<file path="config.mk">
export PLATFORM = sky130hd
export DESIGN_NAME = vend_ctrl_fsm
export DESIGN_NICKNAME = d
export VERILOG_FILES = /design/src/rtl/vend_ctrl_fsm.sv
export SDC_FILE = /design/constraint.sdc
export NUM_CORES = 1
export LEC_CHECK = 0
export BUFFER_PORTS_ARGS = -buffer_cell sky130_fd_sc_hd__buf_2
export CAP_MARGIN = 20
export CORE_MARGIN = 5
export CORE_UTILIZATION = 50
export DETAILED_ROUTE_END_ITERATION = 8
export GPL_ROUTABILITY_DRIVEN = 0
export PLACE_DENSITY = 0.76
export SLEW_MARGIN = 25
export SYNTH_ARGS = -nofsm -noshare
export SYNTH_HDL_FRONTEND = slang
export SYNTH_SLANG_ARGS = --single-unit
</file>
<file path="constraint.sdc">
create_clock -name clk -period 3.2 [get_ports clk]
set_input_delay 0.48 -clock clk [delete_from_list [all_inputs] [get_ports clk]]
set_output_delay 0.48 -clock clk [all_outputs]
set_load 0.01 [all_outputs]
</file>
<file path="src/rtl/vend_ctrl_fsm.sv">
// vend_ctrl_fsm: control FSM for a single-product vending machine.
// It accumulates coin credit and dispenses one product when a confirm press
// arrives with enough credit. It then returns change, or refunds all credit
// on cancel.
//
// Ports:
//   clk         - system clock, rising edge
//   reset       - synchronous, active-high
//   coin[2:0]   - coin code level: 001=1, 010=5, 100=10; other codes ignored
//   press       - purchase confirm button (edge detected)
//   cancel_flag - refund request (level)
//   timeout     - end of dispense / change-out (level)
//   run_ind     - machine running
//   hold_ind    - transaction in progress
//   drinktk_ind - take-product indicator
//   charge_ind  - change/refund-out indicator
//   state[1:0]  - current state code
module vend_ctrl_fsm #(
  parameter int PRICE    = 5,
  parameter int CREDIT_W = 8
) (
  input  logic       clk,
  input  logic       reset,
  input  logic [2:0] coin,
  input  logic       press,
  input  logic       cancel_flag,
  input  logic       timeout,
  output logic       run_ind,
  output logic       hold_ind,
  output logic       drinktk_ind,
  output logic       charge_ind,
  output logic [1:0] state
);

  typedef enum logic [1:0] {
    IDLE     = 2'b00,
    COIN     = 2'b01,
    DISPENSE = 2'b10,
    CHANGE   = 2'b11
  } state_t;

  localparam logic [CREDIT_W-1:0] PRICE_C  = CREDIT_W'(PRICE);
  localparam logic [CREDIT_W-1:0] CRED_MAX = {CREDIT_W{1'b1}};
  // A wide sum keeps a 10-unit coin representable even for narrow CREDIT_W.
  localparam int SUM_W = CREDIT_W + 4;

  state_t              cur, nxt;
  logic [CREDIT_W-1:0] credit, credit_nxt;
  logic [2:0]          coin_q;
  logic                press_q;
  logic                run_q;

  logic [3:0]          coin_amt;
  logic                coin_evt, press_evt;
  logic [CREDIT_W-1:0] add_base;
  logic [SUM_W-1:0]    sum;
  logic [CREDIT_W-1:0] sum_sat;
  logic                can_buy;

  always_comb begin
    coin_amt = 4'd0;
    case (coin)
      3'b001:  coin_amt = 4'd1;
      3'b010:  coin_amt = 4'd5;
      3'b100:  coin_amt = 4'd10;
      default: coin_amt = 4'd0;
    endcase
  end

  // A held coin counts once. coin_q must have been all-zero in the last cycle.
  assign coin_evt  = (coin_amt != 4'd0) && (coin_q == 3'b000);
  assign press_evt = press && !press_q;
  // The affordability test uses credit from before this cycle's coin.
  assign can_buy   = credit >= PRICE_C;

  // On a purchase, the coin added in the same cycle goes onto the remainder.
  assign add_base = (cur == COIN && !cancel_flag && press_evt && can_buy)
                    ? credit - PRICE_C : credit;
  assign sum      = SUM_W'(add_base) + SUM_W'(coin_amt);
  assign sum_sat  = (sum > SUM_W'(CRED_MAX)) ? CRED_MAX : sum[CREDIT_W-1:0];

  always_comb begin
    nxt        = cur;
    credit_nxt = credit;
    case (cur)
      IDLE: begin
        if (coin_evt) begin
          credit_nxt = sum_sat;
          nxt        = COIN;
        end
      end
      COIN: begin
        if (coin_evt) credit_nxt = sum_sat;
        if (cancel_flag)                nxt = CHANGE;
        else if (press_evt && can_buy) begin
          nxt        = DISPENSE;
          credit_nxt = sum_sat;
        end
      end
      DISPENSE: begin
        if (timeout) nxt = (credit != '0) ? CHANGE : IDLE;
      end
      CHANGE: begin
        if (timeout) begin
          credit_nxt = '0;
          nxt        = IDLE;
        end
      end
      default: nxt = IDLE;
    endcase
  end

  always_ff @(posedge clk) begin
    if (reset) begin
      cur     <= IDLE;
      credit  <= '0;
      coin_q  <= 3'b000;
      press_q <= 1'b0;
      run_q   <= 1'b0;
    end else begin
      cur     <= nxt;
      credit  <= credit_nxt;
      coin_q  <= coin;
      press_q <= press;
      run_q   <= 1'b1;
    end
  end

  // Moore outputs, decoded only from registered state.
  assign run_ind     = run_q;
  assign hold_ind    = (cur != IDLE);
  assign drinktk_ind = (cur == DISPENSE);
  assign charge_ind  = (cur == CHANGE);
  assign state       = cur;

endmodule

</file>
==> metrics, run 1 <==
status finished clean; Final period util 0.968; Clock Path Buffers 2; CP max-delay cell a2111o_1; Pleak approximately 0.66 nW; Seq/Total Area, Yosys 0.232; htree depth 1; first-pass GRT wire length roughly 5.4 mm; total power 0.508 mW; Net count, final between 200 and 250; CTS buffer count 3; die height between 60 and 70 um; YS warnings 0; syn_area_per_cell 8.40 um^2; ANT nets after route 0; CORE AREA around 0.0025 mm^2; Worst VDD drop around 0.25 mV; Layout Area Growth over Synthesis 24.2%; commonest non-fill, non-tap cell in the layout buf_4; Post-synth ARST share 0; Max transition margin 0.529; drt pass-1 iters 4; synthesized instance count around 150; Startpoint Class flop; Synth top area share 0.232; I/O Buffers 13; hold_buf cts 0; Setup Skew 0.00416 ns; Initial Util 0.522; critical path required time 3.42 ns; Setup violations, final 0; Routed WL per cell roughly 16 um; CP endpoint kind flop; DRC errors left 0; CP Class flop to flop; Root Buffer clkbuf_4; largest net degree at the start of global routing 18; commonest cells after routing, fill and taps aside 19 x buf_4, 13 x dfxtp_1, 13 x buf_2, 12 x nand2_1, 9 x a21oi_1; Sum Neg Setup Slack 0 ns; post-layout minimum cycle time ~3.1 ns; Crit Path Max Fanout 5; vias in the first global route approximately 1.2k; initial detailed-routing violation count 98; Reg clk slew, reported paths 0.10 ns; PD cells around 320 mW/mm^2; crit-path cells inv_2, ha_4, nand2b_4, a2111o_1, nand2b_4, o21ai_0, buf_4, fa_1, a21o_1, a21o_1, xnor2_1, xnor2_1, a311oi_2; Unique masters post-synth 51; final max-slew violation count 0; HP Class primary input to flop; FP Rows 18; endpoints failing hold 0; grt ovf 0; TritonCTS clock tree done; fmax roughly 320 MHz; Max-Cap Viols 0; Detail Placement HPWL ~2.5 mm; Die ar. around 0.0037 mm^2; Vias 1328; register bit total from synthesis 15; placed insts 208; Layout Utilization 0.648; CTS Sinks 15; die width roughly 61 um; post-DR vias/cell ~6.2; number of diodes 0; Arr. time, crit path 3.31 ns; initial antenna violation count 0; share of cells above drive strength 1 0.321; number of synthesized flops with an enable pin 0; ys flop type dfxtp_1; Netlist Area Pre-Place around 0.0013 mm^2; I/O pin cnt 14; ranking of synthesized cells by area dfxtp_1 23%, ha_1 6.8%, xnor2_1 4.7%; clock latency on the worst-skew pair roughly 0.29 ns; CP max stage delay approximately 0.47 ns; total wire length approximately 3.4 mm; Least-Margin Pin Slew slightly above 0.7 ns; GRT Total Usage 0.193; synthesized net count 170; post-route insts no fill between 200 and 250; top cell type by total area after synthesis dfxtp_1
[sequential cells by signal, indices dropped and copies added, names as in the netlist]
name,flops
coin_q,3
credit,8
press_q,1
run_ind,1
state,2
[critical path, delay by kind of cell, from the launching register on]
family | cells | cell delay, ns
buffers and inverters | 2 | 0.27
AND/OR/NAND/NOR | 2 | 0.18
AO/OA/AOI/OAI | 5 | 1.28
flip-flops | 1 | 0.38
adder cells (fa/ha/maj) | 2 | 0.59
XOR/XNOR | 2 | 0.32
[worst paths after layout]
path	startpoint	end	slack (ns)	depth (start not counted)
hold reg to reg	credit[6]	credit[6]	0.54	2
setup / recovery	credit[0]	credit[4]	0.10	13
setup reg to reg	credit[0]	credit[4]	0.10	13
hold / removal	press	press_q	0.41	2
[per-stage QoR]
step | area, um^2 | worst slack (ns) | hold WS [ns]
2_1_floorplan | 1290 | 0.00127 | 0.481
3_3_place_gp | 1490 | 0.0547 | 0.504
3_5_place_dp | 1490 | -0.0280 | 0.512
4_1_cts | 1520 | 0.0419 | 0.415
5_1_grt | 1610 | -0.0134 | 0.413
6_report | 1610 | 0.103 | 0.407
[cell families after synthesis]
logic type	Yosys count	synth area share
AOI/OAI and AO/OA	48	0.274
xor gates and xnor gates	11	0.0745
adders and majority gates	8	0.0832
DFF	15	0.232
buffers and inverters	13	0.0493
muxes	5	0.0435
and+or+nand+nor	54	0.244
[power breakdown]
group / switching [mW] / leakage [nW] / internal (mW)
combinational: 0.105 / 0.524 / 0.0832
sequential: 0.00645 / 0.124 / 0.197
clock: 0.0676 / 0.0150 / 0.0486
[cells in the mapped netlist, drive strengths merged, types with 3 or more instances]
| cell | instances |
|---|---|
| clkbuf | 4 |
| nor2b | 7 |
| a31oi | 3 |
| nor3 | 4 |
| mux2i | 3 |
| o21a | 3 |
| o21ai | 7 |
| a22oi | 4 |
| nand2b | 5 |
| ha | 7 |
| nor2 | 7 |
| nand2 | 12 |
| xor2 | 4 |
| a21oi | 10 |
| or3 | 4 |
| inv | 7 |
| a311oi | 3 |
| o211ai | 3 |
| xnor2 | 7 |
| dfxtp | 15 |
[metal layers]
layer	up-vias	global-route usage	part of all wire
li1	633	-	-
met2	58	0.318	0.47
met4	0	0.0712	0.030
met3	14	0.0404	0.068
met5	-	0	0
met1	623	0.247	0.43
[timing repair]
action | CTS | global route
setup endpoints to repair | 1 | 3
setup buffers | 0 | 2
resized for setup | 1 | 17
pin swaps | 0 | 6
cloned | 0 | 0
[area by class of cell]
cell class / count / area, um^2
Timing Repair Buffer: 32 / 208
Fill cell: 210 / 871
Multi-Input combinational cell: 126 / 1000
Sequential cell: 15 / 303
Inverter: 7 / 28.8
Clock buffer: 4 / 26.3
Tap cell: 30 / 37.5
No activity file was read; power rests on OpenSTA's default activity.
==> run 2, diff against run 1 <==
--- a/config.mk
+++ b/config.mk
@@ -9,9 +9,11 @@
 export CAP_MARGIN = 20
 export CORE_MARGIN = 5
 export CORE_UTILIZATION = 50
+export CTS_CLUSTER_SIZE = 40
 export DETAILED_ROUTE_END_ITERATION = 8
 export GPL_ROUTABILITY_DRIVEN = 0
 export PLACE_DENSITY = 0.76
+export SETUP_SLACK_MARGIN = 0.3
 export SLEW_MARGIN = 25
 export SYNTH_ARGS = -nofsm -noshare
 export SYNTH_HDL_FRONTEND = slang
==> metrics, run 2 (synthesis results as in run 1) <==
I/O pin cnt 14 (unchanged); RSZ-0062 raised after global routing true; drt pass-1 iters 4 (unchanged); post-layout minimum cycle time 3.11 ns (+0.00941 ns); Min Hold Slack 0.409 ns (+0.00210 ns); CTS buffer count 3 (unchanged); status finished clean; Seq pwr share 0.400 (about the same); HP Class primary input to flop; GRT Total Usage 0.208 (+0.0150); Largest register FFs 8 (unchanged); DRC errors left 0 (unchanged); crit-path cells inv_4, ha_4, nand2b_4, a2111o_1, nand2b_4, nor2_1, xnor2_1, ha_1, o21a_1, a21oi_2, or4b_4, o311ai_2, mux2_4, o211ai_1; Sum Neg Setup Slack 0 ns (unchanged); Final period util 0.971 (+0.00294); Vias 1296 (-2.4%); Least-Margin Pin Slew 0.847 ns (+0.142 ns); CP endpoint kind flop; critical path required time 3.42 ns (about the same); Max-Cap Viols 0 (unchanged); number of diodes 0 (unchanged); commonest cells after routing, fill and taps aside 15 x buf_4, 14 x dfxtp_1, 13 x buf_2, 12 x nand2_1, 8 x a21oi_1; CP Class flop to flop; I/O Buffers 13 (unchanged); CTS Sinks 15 (unchanged); Arr. time, crit path 3.33 ns (+0.02 ns); final max-slew violation count 0 (unchanged); fmax 322 MHz (-0.30%); Setup violations, final 0 (unchanged); first-pass GRT wire length 5.66 mm (+5.1%); sw frac 0.349 (-0.00391); die height 60.9 um (unchanged); share of cells above drive strength 1 0.332 (+0.0109); largest net degree at the start of global routing 18 (unchanged); combinational fraction of design power 0.373 (+0.003); CP max-delay cell or4b_4; Largest Register credit; total wire length 3.41 mm (+0.80%); post-DR vias/cell 6.06 (-2.4%); commonest non-fill, non-tap cell in the layout buf_4; ANT nets after route 0 (unchanged); Worst R2R Start credit[1]; PD cells 313 mW/mm^2 (-1.0%); FP Rows 18 (unchanged); CP Launch Point credit[1]; Crit Path Max Fanout 5 (unchanged); Switch Pwr 0.177 mW (-1.2%); Root Buffer clkbuf_4; r2r setup slk 0.09 ns (about the same); grt ovf 0 (unchanged); pre-CTS WS 0.00579 ns (+0.0338 ns); Die ar. 0.00370 mm^2 (unchanged); Detail Placement HPWL 2.59 mm (+3.8%); worst setup margin 0.0938 ns (-0.00941 ns); die width 60.9 um (unchanged); Worst VDD drop 0.388 mV (+55%); CORE AREA 0.00248 mm^2 (unchanged); TritonCTS clock tree done; Hold Startpoint press; Setup Skew 0.00100 ns (-0.00316 ns); initial detailed-routing violation count 44 (-55%); CP max stage delay 0.49 ns (+0.02 ns); vias in the first global route 1328 (+9.8%); htree depth 1 (unchanged); Startpoint Class flop; placed insts 205 (-1.4%); Net count, final 201 (unchanged); Routed WL per cell 15.9 um (+0.80%); initial antenna violation count 0 (unchanged); most used cell along the critical path nand2b_4; post-route insts no fill 214 (unchanged); Pleak 0.670 nW (+1.1%); Initial Util 0.522 (unchanged); Clk pwr share 0.227 (-0.002); P_int 0.331 mW (+0.50%); Layout Area Growth over Synthesis 25.3%; hold_buf cts 0 (unchanged); Max transition margin 0.434 (-0.0946); endpoints failing hold 0 (unchanged); Layout Utilization 0.655 (+0.00606); Clock Path Buffers 2 (unchanged); clock latency on the worst-skew pair 0.29 ns (about the same); Reg clk slew, reported paths 0.09 ns (about the same)
==> run 2: cell count changes in the layout (fill, tap and decap cells not counted), moves of 2 or more <==
cell,delta
buf_4,-4
buf_6,+4
o21ai_0,-2
o21ai_2,+2
==> run 2: per-stage QoR <==
| step | cell area (um^2) | total power [mW] |
|---|---|---|
| 5_1_grt | 1620 | 0.544 |
| 4_1_cts | 1600 | 0.513 |
| 3_5_place_dp | 1500 | 0.384 |
| 2_1_floorplan | 1330 | 0.325 |
| 6_report | 1620 | 0.508 |
| 3_3_place_gp | 1500 | 0.381 |
==> run 2: layout make-up <==
| cell class | instances | area (um^2) |
|---|---|---|
| Clock buffer | 4 | 26.3 |
| Fill cell | 216 | 856 |
| Inverter | 7 | 28.8 |
| Multi-Input combinational cell | 126 | 1000 |
| Sequential cell | 15 | 302 |
| Tap cell | 30 | 37.5 |
| Timing Repair Buffer | 32 | 223 |
==> run 2: power groups by stage <==
| stage | clock (mW) | combinational [mW] | sequential (mW) |
|---|---|---|---|
| after floorplan | 0 | 0.111 | 0.214 |
| after global placement | 0 | 0.174 | 0.208 |
| after detailed placement | 0 | 0.177 | 0.208 |
| after CTS | 0.124 | 0.186 | 0.203 |
| after global routing | 0.132 | 0.207 | 0.205 |
| final | 0.115 | 0.189 | 0.203 |
==> run 2: timing repair <==
item,4_1_cts,5_1_grt
resized for setup,9,6
pin swaps,8,0
gates cloned,0,0
setup endpoints to repair,6,8
setup buffers,5,0
==> run 2: per-layer routing <==
layer	GRT usage	up-vias	routed length (um)
li1	-	636	-
met2	0.347	43	1650
met1	0.236	595	1440
met4	0.149	0	157
met5	0	-	0
met3	0.0383	22	156
==> run 2: path summary, 6_finish.rpt <==
kind               endpoint  cells after the start
hold reg to reg   credit[6]                      2
setup / recovery  credit[5]                     14
hold / removal      press_q                      2
setup reg to reg  credit[5]                     14
==> run 2: worst max-delay path, delay by kind of cell, from the launching register on <==
kind                     cells  cell delay (ns)
AO/OA/AOI/OAI                5             0.88
AND/OR/NAND/NOR              4             0.80
adder cells (fa/ha/maj)      2             0.46
flip-flops                   1             0.37
multiplexers                 1             0.33
XOR/XNOR                     1             0.14
buffers and inverters        1             0.05
